<file path="src/rtl/link_pkg.sv">
// Shared definitions for the link transaction scheduler: token/handshake PID
// codes, the scheduler FSM state encoding and a small PID classifier.
package link_pkg;

    localparam logic [3:0] PID_IN    = 4'b1001;
    localparam logic [3:0] PID_SETUP = 4'b1101;
    localparam logic [3:0] PID_DATA0 = 4'b0011;
    localparam logic [3:0] PID_DATA1 = 4'b1011;
    localparam logic [3:0] PID_ACK   = 4'b0010;
    localparam logic [3:0] PID_NAK   = 4'b1010;
    localparam logic [3:0] PID_STALL = 4'b1110;

    typedef enum logic [1:0] {
        ST_IDLE    = 2'd0,
        ST_TURN    = 2'd1,
        ST_SEND    = 2'd2,
        ST_WAIT_HS = 2'd3
    } link_state_e;

    // True for the two data PIDs; only data packets expect a handshake back.
    function automatic logic is_data_pid(input logic [3:0] pid);
        return (pid == PID_DATA0) || (pid == PID_DATA1);
    endfunction

endpackage

</file>
<file path="src/rtl/link_txn_cnt.sv">
// Shared cycle counter: synchronous clear, count enable, saturation at
// all-ones and a combinational compare against a caller-supplied limit.
module link_txn_cnt #(
    parameter int unsigned CNT_W = 16
) (
    input  logic             i_clk,
    input  logic             i_rst_n,
    input  logic             i_clr,
    input  logic             i_en,
    input  logic [CNT_W-1:0] i_limit,
    output logic             o_hit
);

    logic [CNT_W-1:0] r_count;

    // Count up while enabled, hold at all-ones, clear has priority.
    always_ff @(posedge i_clk or negedge i_rst_n) begin
        if (!i_rst_n) begin
            r_count <= '0;
        end else if (i_clr) begin
            r_count <= '0;
        end else if (i_en && (r_count != '1)) begin
            r_count <= r_count + CNT_W'(1);
        end
    end

    assign o_hit = (r_count == i_limit);

endmodule

</file>
<file path="src/rtl/link_txn_sched.sv">
// IN-transaction scheduler: on an IN token it waits a turnaround delay, sends
// DATA0/DATA1 (per-endpoint toggle) or NAK, then for data waits for the host
// handshake with a timeout. Optional macro LINK_TXN_SCHED_STALL_EN adds a
// per-endpoint stall input that makes the endpoint answer with STALL.
//
// Strobe protocol: tok_en, tx_lp_eop_en and rx_pid_en are single-cycle
// strobes with no back-pressure; a strobe arriving in a state that does not
// consume it is dropped. Output pulses (tx_data_on, ep_done, time_out) last
// exactly one cycle.
module link_txn_sched
    import link_pkg::*;
#(
    parameter int unsigned EP_NUM  = 4,
    parameter int unsigned TIMER_W = 16
) (
    input  logic                      i_link_txn_sched_clk,
    input  logic                      i_link_txn_sched_rst_n,
    input  logic                      i_link_txn_sched_tok_en,
    input  logic [3:0]                i_link_txn_sched_tok_pid,
    input  logic [$clog2(EP_NUM)-1:0] i_link_txn_sched_tok_ep,
    input  logic [EP_NUM-1:0]         i_link_txn_sched_ep_rdy,
`ifdef LINK_TXN_SCHED_STALL_EN
    input  logic [EP_NUM-1:0]         i_link_txn_sched_ep_stall,
`endif
    input  logic                      i_link_txn_sched_tx_lp_eop_en,
    input  logic [3:0]                i_link_txn_sched_rx_pid,
    input  logic                      i_link_txn_sched_rx_pid_en,
    input  logic [5:0]                i_link_txn_sched_delay_threshold,
    input  logic [TIMER_W-1:0]        i_link_txn_sched_time_threshold,
    output logic                      o_link_txn_sched_tx_data_on,
    output logic [3:0]                o_link_txn_sched_tx_pid,
    output logic [$clog2(EP_NUM)-1:0] o_link_txn_sched_ep_sel,
    output logic [EP_NUM-1:0]         o_link_txn_sched_ep_done,
    output logic                      o_link_txn_sched_time_out,
    output logic                      o_link_txn_sched_d_oe,
    output logic                      o_link_txn_sched_busy
);

    localparam int unsigned EP_W  = $clog2(EP_NUM);
    // One counter serves both the 6-bit turnaround and the handshake timer.
    localparam int unsigned CNT_W = (TIMER_W > 6) ? TIMER_W : 6;

    link_state_e       r_state;
    link_state_e       w_state_nxt;

    logic [EP_NUM-1:0] r_toggle;
    logic [EP_NUM-1:0] w_toggle_nxt;
    logic [3:0]        r_tx_pid;
    logic [3:0]        w_tx_pid_nxt;
    logic [EP_W-1:0]   r_ep_sel;
    logic [EP_W-1:0]   w_ep_sel_nxt;
    logic              r_tx_data_on;
    logic              w_tx_data_on_nxt;
    logic [EP_NUM-1:0] r_ep_done;
    logic [EP_NUM-1:0] w_ep_done_nxt;
    logic              r_time_out;
    logic              w_time_out_nxt;
    logic              r_d_oe;
    logic              w_d_oe_nxt;
    logic              r_busy;
    logic              w_busy_nxt;

    logic              w_tok_ep_ok;
    logic              w_tok_in;
    logic              w_tok_setup;
    logic              w_tok_stall;
    logic [3:0]        w_entry_pid;

    logic              w_cnt_clr;
    logic              w_cnt_en;
    logic [CNT_W-1:0]  w_cnt_limit;
    logic              w_cnt_hit;

    assign w_tok_ep_ok = (32'(i_link_txn_sched_tok_ep) < EP_NUM);
    assign w_tok_in    = i_link_txn_sched_tok_en && w_tok_ep_ok &&
                         (i_link_txn_sched_tok_pid == PID_IN);
    assign w_tok_setup = i_link_txn_sched_tok_en && w_tok_ep_ok &&
                         (i_link_txn_sched_tok_pid == PID_SETUP);

`ifdef LINK_TXN_SCHED_STALL_EN
    assign w_tok_stall = i_link_txn_sched_ep_stall[i_link_txn_sched_tok_ep];
`else
    assign w_tok_stall = 1'b0;
`endif

    // Response PID chosen at token time: STALL beats data, data beats NAK.
    always_comb begin
        w_entry_pid = PID_NAK;
        if (w_tok_stall) begin
            w_entry_pid = PID_STALL;
        end else if (i_link_txn_sched_ep_rdy[i_link_txn_sched_tok_ep]) begin
            w_entry_pid = r_toggle[i_link_txn_sched_tok_ep] ? PID_DATA1 : PID_DATA0;
        end
    end

    // The counter restarts on every state change so TURN and WAIT_HS both
    // begin at zero; the limit follows whichever phase is counting.
    assign w_cnt_clr   = (w_state_nxt != r_state);
    assign w_cnt_en    = (r_state == ST_TURN) || (r_state == ST_WAIT_HS);
    assign w_cnt_limit = (r_state == ST_TURN) ? CNT_W'(i_link_txn_sched_delay_threshold)
                                              : CNT_W'(i_link_txn_sched_time_threshold);

    link_txn_cnt #(
        .CNT_W (CNT_W)
    ) u_cnt (
        .i_clk   (i_link_txn_sched_clk),
        .i_rst_n (i_link_txn_sched_rst_n),
        .i_clr   (w_cnt_clr),
        .i_en    (w_cnt_en),
        .i_limit (w_cnt_limit),
        .o_hit   (w_cnt_hit)
    );

    // State register.
    always_ff @(posedge i_link_txn_sched_clk or negedge i_link_txn_sched_rst_n) begin
        if (!i_link_txn_sched_rst_n) begin
            r_state <= ST_IDLE;
        end else begin
            r_state <= w_state_nxt;
        end
    end

    // Next-state decode.
    always_comb begin
        w_state_nxt = r_state;
        case (r_state)
            ST_IDLE: begin
                if (w_tok_in) w_state_nxt = ST_TURN;
            end
            ST_TURN: begin
                if (w_cnt_hit) w_state_nxt = ST_SEND;
            end
            ST_SEND: begin
                if (i_link_txn_sched_tx_lp_eop_en) begin
                    w_state_nxt = is_data_pid(r_tx_pid) ? ST_WAIT_HS : ST_IDLE;
                end
            end
            ST_WAIT_HS: begin
                // A handshake in the timeout cycle still counts as received.
                if (i_link_txn_sched_rx_pid_en || w_cnt_hit) w_state_nxt = ST_IDLE;
            end
            default: w_state_nxt = ST_IDLE;
        endcase
    end

    // Output and data-toggle decode; every result lands in a register.
    always_comb begin
        w_toggle_nxt     = r_toggle;
        w_tx_pid_nxt     = r_tx_pid;
        w_ep_sel_nxt     = r_ep_sel;
        w_tx_data_on_nxt = 1'b0;
        w_ep_done_nxt    = '0;
        w_time_out_nxt   = 1'b0;
        w_d_oe_nxt       = (w_state_nxt == ST_TURN) || (w_state_nxt == ST_SEND);
        w_busy_nxt       = (w_state_nxt != ST_IDLE);
        case (r_state)
            ST_IDLE: begin
                if (w_tok_in) begin
                    w_ep_sel_nxt = i_link_txn_sched_tok_ep;
                    w_tx_pid_nxt = w_entry_pid;
                end else if (w_tok_setup) begin
                    w_toggle_nxt[i_link_txn_sched_tok_ep] = 1'b1;
                end
            end
            ST_TURN: begin
                w_tx_data_on_nxt = w_cnt_hit;
            end
            ST_WAIT_HS: begin
                if (i_link_txn_sched_rx_pid_en) begin
                    if (i_link_txn_sched_rx_pid == PID_ACK) begin
                        w_toggle_nxt[r_ep_sel]  = ~r_toggle[r_ep_sel];
                        w_ep_done_nxt[r_ep_sel] = 1'b1;
                    end
                end else if (w_cnt_hit) begin
                    w_time_out_nxt = 1'b1;
                end
            end
            default: ;
        endcase
    end

    // Output and toggle registers; reset drops any transfer in flight silently.
    always_ff @(posedge i_link_txn_sched_clk or negedge i_link_txn_sched_rst_n) begin
        if (!i_link_txn_sched_rst_n) begin
            r_toggle     <= '0;
            r_tx_pid     <= '0;
            r_ep_sel     <= '0;
            r_tx_data_on <= 1'b0;
            r_ep_done    <= '0;
            r_time_out   <= 1'b0;
            r_d_oe       <= 1'b0;
            r_busy       <= 1'b0;
        end else begin
            r_toggle     <= w_toggle_nxt;
            r_tx_pid     <= w_tx_pid_nxt;
            r_ep_sel     <= w_ep_sel_nxt;
            r_tx_data_on <= w_tx_data_on_nxt;
            r_ep_done    <= w_ep_done_nxt;
            r_time_out   <= w_time_out_nxt;
            r_d_oe       <= w_d_oe_nxt;
            r_busy       <= w_busy_nxt;
        end
    end

    assign o_link_txn_sched_tx_data_on = r_tx_data_on;
    assign o_link_txn_sched_tx_pid     = r_tx_pid;
    assign o_link_txn_sched_ep_sel     = r_ep_sel;
    assign o_link_txn_sched_ep_done    = r_ep_done;
    assign o_link_txn_sched_time_out   = r_time_out;
    assign o_link_txn_sched_d_oe       = r_d_oe;
    assign o_link_txn_sched_busy       = r_busy;

endmodule

</file>
<file path="config.mk">
export PLATFORM = sky130hd
export DESIGN_NAME = link_txn_sched
export DESIGN_NICKNAME = d
export VERILOG_FILES = /design/src/rtl/link_pkg.sv /design/src/rtl/link_txn_cnt.sv /design/src/rtl/link_txn_sched.sv
export SDC_FILE = /design/constraint.sdc
export NUM_CORES = 1
export LEC_CHECK = 0
export BUFFER_PORTS_ARGS = -buffer_cell sky130_fd_sc_hd__buf_2
export CAP_MARGIN = 40
export CORE_ASPECT_RATIO = 0.75
export CORE_UTILIZATION = 48
export DETAILED_ROUTE_END_ITERATION = 10
export PLACE_DENSITY = 0.76
export SLEW_MARGIN = 5
export SYNTH_ARGS = -nofsm -noshare
export SYNTH_HDL_FRONTEND = slang
export SYNTH_SLANG_ARGS = --single-unit
export TNS_END_PERCENT = 10
</file>
<file path="constraint.sdc">
create_clock -name i_link_txn_sched_clk -period 2.4 [get_ports i_link_txn_sched_clk]
set_input_delay 0.72 -clock i_link_txn_sched_clk [delete_from_list [all_inputs] [get_ports i_link_txn_sched_clk]]
set_output_delay 0.72 -clock i_link_txn_sched_clk [all_outputs]
set_load 0.01 [all_outputs]
</file>
# Word level (Yosys, flattened, before mapping)

Index checks and enable logic that the tools add are counted.

Add/subtract/negate cells: 1
$lt $le $gt $ge: 4
Eq/ne operators: 17
Mux-type cells: 34
Bitwise logic cells: 2
Reductions and logical operators: 15

Operators by type and width:

| kind                                                               | count |
|---|---|
| two-way mux 16 bit                                                 | 3 |
| two-way mux 4 bit                                                  | 9 |
| adder 16 x 1 -> 16 bit (second input constant)                     | 1 |
| equality test 16 bit                                               | 1 |
| inequality test 16 bit (second input constant)                     | 1 |
| equality test 4 bit (second input constant)                        | 3 |
| two-way mux 2 bit                                                  | 5 |
| two-way mux 1 bit                                                  | 9 |
| equality test 4 x 2 -> 1 bit (second input constant)               | 2 |
| case mux 2 bit (4 select lines)                                    | 1 |
| case mux 4 bit (2 select lines)                                    | 1 |
| binary-select mux 1 bit (select 2 bit)                             | 3 |
| equality test 2 bit (second input constant)                        | 3 |
| less-than comparator 2 x 3 -> 1 bit (second input constant)        | 2 |
| inequality test 2 bit (second input constant)                      | 3 |
| nonzero test 2 bit                                                 | 3 |
| logical AND 1 bit                                                  | 5 |
| AND reduction 5 bit                                                | 1 |
| bitwise mux 4 bit                                                  | 1 |
| demux 1 bit (select 2 bit)                                         | 2 |
| equality test 2 x 1 -> 1 bit (second input constant)               | 2 |
| greater-or-equal comparator 2 x 1 -> 1 bit (second input constant) | 2 |
| logical OR 1 bit                                                   | 4 |
| bitwise OR 4 bit                                                   | 1 |
| 5 further kinds                                                    | 5 |

Bits in registers: 36
Input port bits: 41
Logic and storage cells: 83

# Depth between registers and ports, before layout

Gate-level depths: netlist (run 1).

Word-level depth: 8
Mapped depth: 10
Depth with buffers taken out: 8

# Hierarchy

A second synthesis (run 1) with hierarchy kept.

Cell total of the unflattened synthesis: 223
Area, all modules: 2162.1 um^2

Modules (own cells, without submodules):

| module         | instances | cells each | area each (um^2) | seq. area each (um^2) |
|---|---|---|---|---|
| link_txn_sched | 1         | 106        | 1104.8           | 475.5 |
| link_txn_cnt   | 1         | 117        | 1057.3           | 400.4 |

# Least setup slack after synthesis (run 1)

Ideal clock, no wire load.

Path kind: input port to flip-flop
Start point: input i_link_txn_sched_time_threshold[15]
End point: register r_d_oe (netlist: o_link_txn_sched_d_oe)
Setup time: 126 ps
Arrival time: 2505 ps
Path slack: -231 ps
Cell stages on the path: 7
Cell sequence: and4bb_2 -> a31oi_1 -> a2bb2oi_1 -> or4_4 -> or3_1 -> and3_1 -> ha_1

Word-level cells in the longest chain between the ends: 7
Elaborated cells between the ends (all ways): 9
Those cells by class: 3 x eq/ne; 4 x mux; 2 x reduce/logical

Ends and longest elaborated chain:

| item                                                                       | line                  | source |
|---|---|---|
| start, declared                                                            | link_txn_sched.sv:29  | `input logic [TIMER_W-1:0] i_link_txn_sched_time_threshold,` |
| two-way mux 16 bit *                                                       | link_txn_sched.sv:100 | `assign w_cnt_limit = (r_state == ST_TURN) ? CNT_W'(i_link_txn_sched_delay_threshold)` |
| equality test 16 bit *                                                     | link_txn_cnt.sv:27    | `assign o_hit = (r_count == i_limit);` |
| logical OR 1 bit                                                           | link_txn_sched.sv:140 | `if (i_link_txn_sched_rx_pid_en \|\| w_cnt_hit) w_state_nxt = ST_IDLE;` |
| two-way mux 2 bit                                                          | link_txn_sched.sv:140 |  |
| case mux 2 bit (4 select lines) *                                          | link_txn_sched.sv:126 | `case (r_state)` |
| equality test 2 x 1 -> 1 bit / equality test 2 bit (equally long branches) | link_txn_sched.sv:154 | `w_d_oe_nxt = (w_state_nxt == ST_TURN) \|\| (w_state_nxt == ST_SEND);` |
| logical OR 1 bit *                                                         | link_txn_sched.sv:154 |  |
| net w_d_oe_nxt                                                             | link_txn_sched.sv:59  | `logic w_d_oe_nxt;` |
| end signal, assigned                                                       | link_txn_sched.sv:200 | `r_d_oe <= w_d_oe_nxt;` |
| end, declared                                                              | link_txn_sched.sv:58  | `logic r_d_oe;` |

The timed path passes the listed nets; every way through them passes the cells marked *.
A chain may end at the register's enable or synchronous reset.

# Worst setup path in the final report (run 1)

Start point: register r_state[1]
End point: register r_d_oe (netlist: o_link_txn_sched_d_oe)

Word-level cells in the longest chain between the ends: 8
Elaborated cells between the ends (all ways): 15
Those cells by class: 6 x eq/ne; 6 x mux; 3 x reduce/logical

Ends and longest elaborated chain:

| item                                                                       | line                                         | source |
|---|---|---|
| start, declared                                                            | link_txn_sched.sv:43                         | `link_state_e r_state;` |
| start signal, assigned                                                     | link_txn_sched.sv:119                        | `r_state <= w_state_nxt;` |
| equality test 2 x 1 -> 1 bit                                               | link_txn_sched.sv:100, link_txn_sched.sv:126 |  |
| two-way mux 16 bit                                                         | link_txn_sched.sv:100                        |  |
| equality test 16 bit                                                       | link_txn_cnt.sv:27                           |  |
| logical OR 1 bit                                                           | link_txn_sched.sv:140                        |  |
| two-way mux 2 bit                                                          | link_txn_sched.sv:140                        |  |
| case mux 2 bit (4 select lines) *                                          | link_txn_sched.sv:126                        |  |
| equality test 2 x 1 -> 1 bit / equality test 2 bit (equally long branches) | link_txn_sched.sv:154                        |  |
| logical OR 1 bit *                                                         | link_txn_sched.sv:154                        |  |
| net w_d_oe_nxt                                                             | link_txn_sched.sv:59                         |  |

Marks and branches as above.

==> summary.txt, run 1 <==
Clock tree
  • CTS Sinks: 35
  • Clock transition at path regs: 70 ps
  • Max clock buf depth: 2
  • Clock Tree Root: clkbuf_8
  • Clock Latency Late Sink: 290 ps
  • CTS tree: yes
  • H-tree Lvls: 2
  • CTS Buf Count: 5

Placement
  • Port bufs: 53
  • Area post-placement: 2740 um2
  • GP Congestion: 0.790
  • HPWL after DPL: 4150 um

Worst setup path
  • Crit end category: register
  • Max Fanout on Critical Path: 9
  • Worst path arrival time: 2570 ps
  • Crit path kind: reg -> reg
  • Worst r2r path cells: 10
  • WP data required: 2580 ps
  • CP startpoint kind: register
  • FF-to-FF End: o_link_txn_sched_d_oe
  • Reg-to-reg critical path startpoint: r_state[1]
  • Worst reg2reg setup slack: 7 ps

Finish
  • Share of layout cells above drive strength 1: 34.0%
  • NumNets Final: 363
  • Ant diodes: 0
  • Area Growth Syn to Fin: 30.4%
  • Final instance area: 2900 um2
  • Final Util: 65.2%

Yosys
  • Top FF cell, synth: dfrtp_1
  • Post-synth ARST share: 100%
  • Post-synth EDFFs: 0
  • FF+latch count, synth: 35
  • Post-Synthesis Cells: 242
  • Post-Syn Nets: 285
  • Synth unique cells: 49
  • Average cell area after synthesis: 9.17 um2
  • Synthesized area: 2220 um2
  • Sequential fraction of the synthesis area: 39.5%
  • Warnings from Yosys: 0

STA
  • Max Fclk: 418 MHz
  • Final setup fails: 0
  • Worst-margin pin slew: 787 ps
  • Minimum clock period: 2390 ps
  • Crit share post-route: 99.7%
  • Rel. slew slack: 47.5%
  • Fin. Hold Viols: 0
  • Worst Hold Slack: 502 ps
  • Slew Viols, Final: 0
  • Clock Skew: 3.36 ps
  • RSZ-0062 raised after global routing: true

Min path
  • Worst hold-check path type: in -> async

Floorplanning
  • Io pins: 55
  • Die W: 80.5 um
  • Core area: 4440 um2
  • Initial Util: 50.0%
  • Rows: 21
  • DIE AREA: 4900 um2
  • DIE HEIGHT: 60.9 um

Global route
  • Gr usage total: 24.2%
  • Number of global-route vias before repair: 1,921
  • Met1 Use GR: 33.7%
  • M3 GR Usage: 5.26%
  • Grt peak-use layer: met2
  • Global-route wire length before repair: 8750 um
  • Initial antenna violation count: 0
  • Met2 usage: 37.4%
  • Grt ovf: 0
  • Largest net degree at the start of global routing: 36

Run status
  • Outcome: finished, violations left
  • Failing checks: DRC

Drt
  • # DRC: 2
  • First DRT Iteration DRCs: 103
  • DRT antenna net count: 0
  • WL final: 5450 um
  • Wirelength per Cell: 14.4 um
  • Number of iterations in the first detailed-routing pass: 7
  • Vias: 2,114
  • Post-DR vias/cell: 5.59

Power and ir drop
  • P_leak: 1.34 nW
  • VDD IR max: 0.485 mV
  • Power Dens Cells: 815 nW/um2

Run
  • Max Cap Viol: 0
==> layout by cell type (no fill, tap or decap), types with 4 or more instances in the layout <==
cell type and instances:
nor3_1 19, clkbuf_8 7, dfrtp_1 34, a21oi_1 12, nor4bb_1 4, nor2b_1 7, o21ai_0 10, xnor2_1 13
nand3_1 13, nor2_1 19, buf_2 53, nand4_1 4, inv_1 8, a31oi_1 6, buf_4 24, mux2i_1 4
nand2_1 15, xor2_1 10
==> cell families after synthesis <==
group           after synthesis  share of synthesized area [%]
compound gates               45                           13.0
xor+xnor                     23                           9.08
fa+ha+maj                     2                           1.13
buf+inv                      18                           4.00
flops                        35                           39.5
mux                           9                           5.35
other cells                   1                          0.169
simple gates                109                           27.8
==> worst max path at each step <==
stage,start,end,slack [ps],cells after the start
finish,r_state[1],o_link_txn_sched_d_oe,7,10
floorplan,i_link_txn_sched_time_threshold[4],o_link_txn_sched_d_oe,-110,6
detailed placement,i_link_txn_sched_time_threshold[3],o_link_txn_sched_d_oe,-270,8
global placement,i_link_txn_sched_time_threshold[4],o_link_txn_sched_d_oe,-230,7
global route,r_state[0],o_link_txn_sched_d_oe,-70,7
CTS,r_state[1],o_link_txn_sched_d_oe,2,7
==> timing repair <==
action | CTS | global route
gates cloned | 0 | 0
setup buffers | 3 | 1
setup endpoints to repair | 1 | 19
hold buffers | 0 | 0
resized for setup | 2 | 5
pin swaps | 2 | 2
==> cells in the mapped netlist (6+ instances only) <==
cell type / number / area, um2
o21ai_0: 10 / 50.1
a31oi_1: 6 / 37.5
a21oi_1: 12 / 60.1
nor2b_1: 7 / 43.8
xnor2_1: 13 / 114
nand3_1: 13 / 65.1
nand2_1: 15 / 56.3
dfrtp_1: 35 / 876
nor2_1: 19 / 71.3
nor3_1: 19 / 95.1
xor2_1: 10 / 87.6
inv_1: 9 / 33.8
==> per-layer routing <==
metal | up-vias | part of all wire (%)
met3 | 2 | 5.3
met5 | - | 0
met1 | 1009 | 48
li1 | 1046 | -
met4 | 0 | 0.31
met2 | 57 | 46
==> where the power goes <==
group | leakage (nW) | internal, W | switching, W
logic | 0.845 | 0.000505 | 0.000467
clock network | 0.0515 | 0.000262 | 0.000209
registers | 0.444 | 0.000736 | 0.000180
==> worst max-delay path, cell delays in order, from the launching register on <==
cell	delay [ps]
dfrtp_1	430
nor2b_4	190
buf_4	150
buf_12	110
nor2_1	50
o32ai_1	280
nand4_1	130
buf_4	180
or2_4	260
a221oi_4	270
ha_4	240
==> through the flow <==
step           instances  total power (W)  TNS, ps  setup slack, ps
4_1_cts              377          0.00234        0             2.22
5_1_grt              378          0.00253     -512            -66.6
2_1_floorplan        242          0.00149     -153             -105
3_5_place_dp         366          0.00183    -1980             -273
6_report             378          0.00236        0             7.46
3_3_place_gp         366          0.00180    -1150             -233
==> area by class of cell <==
class	count	area, um2
fillers	391	1550
multi-input cells	189	1330
flip-flops and latches	35	877
repair buffers	80	488
clock buffers	8	100
well taps	57	71.3
inverters	9	33.8
==> sequential cells by signal, summed over array words and instances (netlist names) <==
signal	flops
o_link_txn_sched_busy	1
o_link_txn_sched_d_oe	1
o_link_txn_sched_ep_done	4
o_link_txn_sched_ep_sel	2
o_link_txn_sched_time_out	1
o_link_txn_sched_tx_data_on	1
o_link_txn_sched_tx_pid	3
r_state	2
r_toggle	4
u_cnt.r_count	16
No activity file was read; power rests on OpenSTA's default activity.
==> run 2: changes to the inputs <==
--- a/config.mk
+++ b/config.mk
@@ -8,6 +8,7 @@
 export BUFFER_PORTS_ARGS = -buffer_cell sky130_fd_sc_hd__buf_2
 export CAP_MARGIN = 40
 export CORE_ASPECT_RATIO = 0.75
+export CORE_MARGIN = 2
 export CORE_UTILIZATION = 48
 export DETAILED_ROUTE_END_ITERATION = 10
 export PLACE_DENSITY = 0.76
==> run 2 against run 1 <==
The run now ends clean. Non-clock buffer count stayed put. Clock skew grew 2.5 ps. Worst setup slack lost 6.6 ps. Clock-buffer cell count unchanged. Fmax shrank 0.28%. Core utilization is essentially flat. Largest power group unchanged. Highest routed layer unchanged.
==> summary.txt, run 2 (same netlist as run 1, synthesis figures left out) <==
Worst setup path
  • Worst path arrival time: 2590 ps
  • Max incr delay on CP: 500 ps
  • CP startpoint kind: register
  • WP data required: 2590 ps
  • Crit path kind: reg -> reg
  • Critical-path top delay cell: or4_4
  • Max Fanout on Critical Path: 5
  • Crit end category: register
  • Critical-path cell list: nor2b_4 > mux2i_1 > o22ai_1 > or4_4 > or3_4 > and3_4 > ha_4

Clock tree
  • Clock Latency Late Sink: 290 ps
  • Max clock buf depth: 2
  • H-tree Lvls: 2
  • CTS tree: yes
  • Clock transition at path regs: 70 ps
  • CTS Sinks: 35
  • Clock Tree Root: clkbuf_8
  • CTS Buf Count: 5

Drt
  • Post-DR vias/cell: 5.53
  • First DRT Iteration DRCs: 146
  • Wirelength per Cell: 15.1 um
  • DRT antenna net count: 0
  • Number of iterations in the first detailed-routing pass: 4
  • # DRC: 0
  • Vias: 2,097
  • WL final: 5720 um

Global route
  • Initial antenna violation count: 0
  • Gr usage total: 24.3%
  • Largest net degree at the start of global routing: 36
  • Grt ovf: 0
  • Number of global-route vias before repair: 2,063
  • Global-route wire length before repair: 9740 um

Placement
  • Placed cell count: 368
  • HPWL after DPL: 4170 um
  • Port bufs: 53
  • GP Congestion: 0.826

Floorplanning
  • Io pins: 55
  • Rows: 21
  • Initial Util: 49.7%
  • DIE AREA: 5190 um2
  • Core area: 4470 um2
  • DIE HEIGHT: 62.9 um
  • Die W: 82.5 um

STA
  • Final setup fails: 0
  • RSZ-0062 raised after global routing: true
  • Fin. Hold Viols: 0
  • Worst-margin pin slew: 790 ps
  • Rel. slew slack: 47.3%
  • Minimum clock period: 2400 ps
  • Slew Viols, Final: 0
  • Crit share post-route: 100%
  • Clock Skew: 5.87 ps
  • Max Fclk: 417 MHz

Power and ir drop
  • Sw Ratio: 36.9%
  • Pwr Total: 0.00239 W
  • P_leak: 1.35 nW
  • Reported net switching power: 0.000883 W
  • Clk pwr share: 19.8%
  • VDD IR max: 0.463 mV
  • Power Dens Cells: 822 nW/um2
  • Pint: 0.00151 W
  • Sequential share of power: 38.5%
  • Combinational share of power: 41.7%

Finish
  • Commonest non-fill, non-tap cell in the layout: buf_2
  • Share of layout cells above drive strength 1: 35.1%
  • Final Non-Filler Cells: 379
  • Area Growth Syn to Fin: 31.3%
  • Ant diodes: 0
  • Most frequent cells in the layout: buf_2, dfrtp_1, buf_4
  • Top reg by flops: u_cnt.r_count
  • FILL cells: 362
  • Largest register FFs: 16
  • Final Util: 65.2%
  • NumNets Final: 364
  • Multi-input combinational cell area: 1350 um2
  • FF/Latch Area: 878 um2

Run
  • Max Cap Viol: 0

Min path
  • Worst hold-check path type: in -> async

Run status
  • Outcome: complete, no violations
run 2: final cells by class:
| cell class | instances | area share, % |
|---|---|---|
| Multi-Input combinational cell | 190 | 46.3 |
| Sequential cell | 35 | 30.1 |
| Timing Repair Buffer | 80 | 16.5 |
| Clock buffer | 8 | 3.43 |
| Tap cell | 57 | 2.45 |
| Inverter | 9 | 1.16 |
run 2: power groups by stage:
stage | combinational, W | sequential [W] | clock (W)
3_5_place_dp | 0.000921 | 0.000919 | 0
5_1_grt | 0.00110 | 0.000947 | 0.000514
4_1_cts | 0.000965 | 0.000914 | 0.000482
2_1_floorplan | 0.000584 | 0.000903 | 0
3_3_place_gp | 0.000898 | 0.000909 | 0
6_report | 0.000999 | 0.000921 | 0.000475
run 2: routing by layer:
| metal | part of all wire, % | vias to the layer above | track usage (%) |
|---|---|---|---|
| met3 | 5.1 | 3 | 6.07 |
| met1 | 51 | 994 | 35.7 |
| met2 | 44 | 53 | 36.6 |
| li1 | - | 1047 | - |
| met5 | 0 | - | 0 |
| met4 | 0.52 | 0 | 4.30 |
run 2: repair_timing:
item,4_1_cts,5_1_grt
hold buffers,0,0
gates cloned,1,0
buffers inserted,1,1
resized for setup,5,5
pin swaps,3,1
setup endpoints to repair,2,3
run 2: through the flow:
stage	hold slack (ps)	instance area [um2]	setup TNS (ps)	setup slack [ps]
6_report	502	2910	0	0.853
2_1_floorplan	424	2270	-153	-105
3_3_place_gp	481	2750	-1430	-238
3_5_place_dp	487	2750	-2290	-286
5_1_grt	540	2910	-159	-105
4_1_cts	508	2890	0	1.82
run 2: final timing paths:
| kind | from | endpoint | slack, ps | cells after the start |
|---|---|---|---|---|
| max | r_state[1] | o_link_txn_sched_d_oe | 0.9 | 7 |
| max in group asynchronous | i_link_txn_sched_rst_n | u_cnt.r_count[4] | 1340 | 1 |
| max reg2reg | r_state[1] | o_link_txn_sched_d_oe | 0.9 | 7 |
| min in group i_link_txn_sched_clk | o_link_txn_sched_tx_pid[1] | o_link_txn_sched_tx_pid[1] | 510 | 1 |
| min reg2reg | o_link_txn_sched_tx_pid[1] | o_link_txn_sched_tx_pid[1] | 510 | 1 |
| min | i_link_txn_sched_rst_n | r_toggle[2] | 500 | 1 |
run 2: worst max-delay path: cells and delay by family, from the launching register on:
family                   cells  cell delay, ps
flip-flops                   1             470
AND/OR/NAND/NOR              4            1280
adder cells (fa/ha/maj)      1             220
AO/OA/AOI/OAI                1             110
multiplexers                 1             210
==> run 3: changes to the inputs <==
--- a/config.mk
+++ b/config.mk
@@ -7,7 +7,6 @@
 export LEC_CHECK = 0
 export BUFFER_PORTS_ARGS = -buffer_cell sky130_fd_sc_hd__buf_2
 export CAP_MARGIN = 40
-export CORE_ASPECT_RATIO = 0.75
 export CORE_MARGIN = 2
 export CORE_UTILIZATION = 48
 export DETAILED_ROUTE_END_ITERATION = 10
==> run 3 against run 2 <==
Register-to-register slack improved by 40 ps. Via count up 3.9%. Power grew 1.2%. Combinational power about the same. Routed wire length shrank 0.42%. Design area shrank 0.13%. Worst hold slack got worse by 2.3 ps. Cell count decreased by 1.1%. Die area shrank 0.11%. Critical path type is now in -> reg. Highest routed layer unchanged.
==> summary.txt, run 3 (same netlist as run 1, synthesis figures left out) <==
STA
  • Rel. slew slack: 47.6%
  • Setup TNS: 0 ps
  • Crit share post-route: 99.5%
  • Clock Skew: 6.81 ps
  • Slew Viols, Final: 0
  • Max Fclk: 419 MHz
  • Final setup fails: 0
  • Minimum clock period: 2390 ps
  • Fin. Hold Viols: 0
  • Worst Hold Slack: 500 ps
  • RSZ-0062 raised after global routing: true
  • Worst-margin pin slew: 787 ps

Global route
  • Met2 usage: 39.0%
  • Gr usage total: 23.3%
  • M3 GR Usage: 5.56%
  • Global-route wire length before repair: 9380 um
  • Met1 Use GR: 29.0%
  • Grt peak-use layer: met2
  • Grt ovf: 0
  • Initial antenna violation count: 0
  • Number of global-route vias before repair: 2,108
  • Largest net degree at the start of global routing: 36

Worst setup path
  • Worst path top cell family by delay: simple AND/OR/NAND/NOR gates
  • Buf/Inv on CP: 1
  • CP startpoint kind: input port
  • Crit end category: register
  • Max incr delay on CP: 450 ps
  • Crit path kind: in -> reg
  • Worst path arrival time: 2570 ps
  • Critical-path top delay cell: or4_4
  • Critical-path cell list: buf_6 > nor2b_4 > nor4_4 > o22ai_1 > or4_4 > or2_4 > a221oi_4 > ha_4
  • WP data required: 2580 ps
  • Max Fanout on Critical Path: 4

Clock tree
  • Clock transition at path regs: 70 ps
  • Clock Tree Root: clkbuf_8
  • CTS Sinks: 35
  • CTS Buf Count: 5
  • Clock Latency Late Sink: 290 ps
  • Hold_buf cts: 0
  • Max clock buf depth: 2
  • H-tree Lvls: 2
  • CTS tree: yes

Finish
  • NumNets Final: 366
  • Ant diodes: 0
  • Share of layout cells above drive strength 1: 34.1%
  • Area Growth Syn to Fin: 31.1%
  • Most frequent cells in the layout: buf_2, dfrtp_1, buf_4
  • Top reg by flops: u_cnt.r_count
  • Largest register FFs: 16
  • FILL cells: 365
  • Commonest non-fill, non-tap cell in the layout: buf_2

Power and ir drop
  • P_leak: 1.36 nW
  • VDD IR max: 0.501 mV
  • Power Dens Cells: 833 nW/um2

Placement
  • HPWL after DPL: 4190 um
  • Port bufs: 53
  • GP Congestion: 0.909

Drt
  • First DRT Iteration DRCs: 118
  • Number of iterations in the first detailed-routing pass: 4
  • WL final: 5700 um
  • Wirelength per Cell: 15.2 um
  • Post-DR vias/cell: 5.81
  • # DRC: 0
  • DRT antenna net count: 0
  • Vias: 2,179

Floorplanning
  • Initial Util: 50.3%
  • Rows: 24
  • Io pins: 55
  • Core area: 4410 um2
  • Die W: 72 um
  • DIE AREA: 5180 um2
  • DIE HEIGHT: 72 um

Min path
  • Worst hold-check path type: reg -> reg

Run status
  • Outcome: complete, no violations

Run
  • Max Cap Viol: 0
[run 3: through the flow]
step	total power (W)	std cells	worst slack, ps	cell area (um2)	utilization (%)
detailed placement	0.00183	364	-308	2740	62.0
floorplan	0.00149	242	-105	2270	-
CTS	0.00239	374	0.616	2890	65.4
finish	0.00242	375	11.2	2910	65.9
global route	0.00259	375	-83.7	2910	65.9
global placement	0.00180	364	-267	2740	62.0
[run 3: power by group]
part / internal [W] / leakage (nW) / switching [W]
registers: 0.000735 / 0.445 / 0.000174
clock network: 0.000304 / 0.0513 / 0.000205
logic: 0.000523 / 0.860 / 0.000483
[run 3: layout make-up]
type | instances | area [um2] | share of cell area (%)
multi-input combinational | 189 | 1340 | 45.9
sequential | 35 | 876 | 30.1
timing repair buffer | 83 | 497 | 17.1
clock buffer | 6 | 72.6 | 2.49
tap | 52 | 65.1 | 2.24
inverter | 9 | 33.8 | 1.16
clock inverter | 1 | 30.0 | 1.03
[run 3: worst register-to-register path: stages, from the launching register on]
cell and delay, ps:
dfrtp_1 440, inv_1 120, a221oi_2 260, o22ai_1 100
or4_4 560, or2_4 280, a221oi_4 260, ha_4 240
[run 3: timing repair]
action / CTS / global route
pin swaps: 8 / 1
buffers inserted: 3 / 1
gates resized for setup: 6 / 2
endpoints found under the setup margin: 3 / 3
[run 3: metal layers]
layer | share of wire, % | wire (um)
met5 | 0 | 0
met4 | 2.5 | 145
met3 | 6.3 | 358
met2 | 49 | 2790
met1 | 42 | 2410
[run 3: final timing paths]
kind | start | to | slack [ps] | depth (start not counted)
worst max-delay path | i_link_txn_sched_time_threshold[3] | o_link_txn_sched_d_oe | 10 | 8
worst min-delay path | o_link_txn_sched_tx_pid[1] | o_link_txn_sched_tx_pid[1] | 500 | 1
worst max register to register | u_cnt.r_count[4] | o_link_txn_sched_d_oe | 40 | 7
worst min register to register | o_link_txn_sched_tx_pid[1] | o_link_txn_sched_tx_pid[1] | 500 | 1
max in group asynchronous | i_link_txn_sched_rst_n | u_cnt.r_count[0] | 1390 | 1
min in group asynchronous | i_link_txn_sched_rst_n | o_link_txn_sched_ep_done[2] | 510 | 1
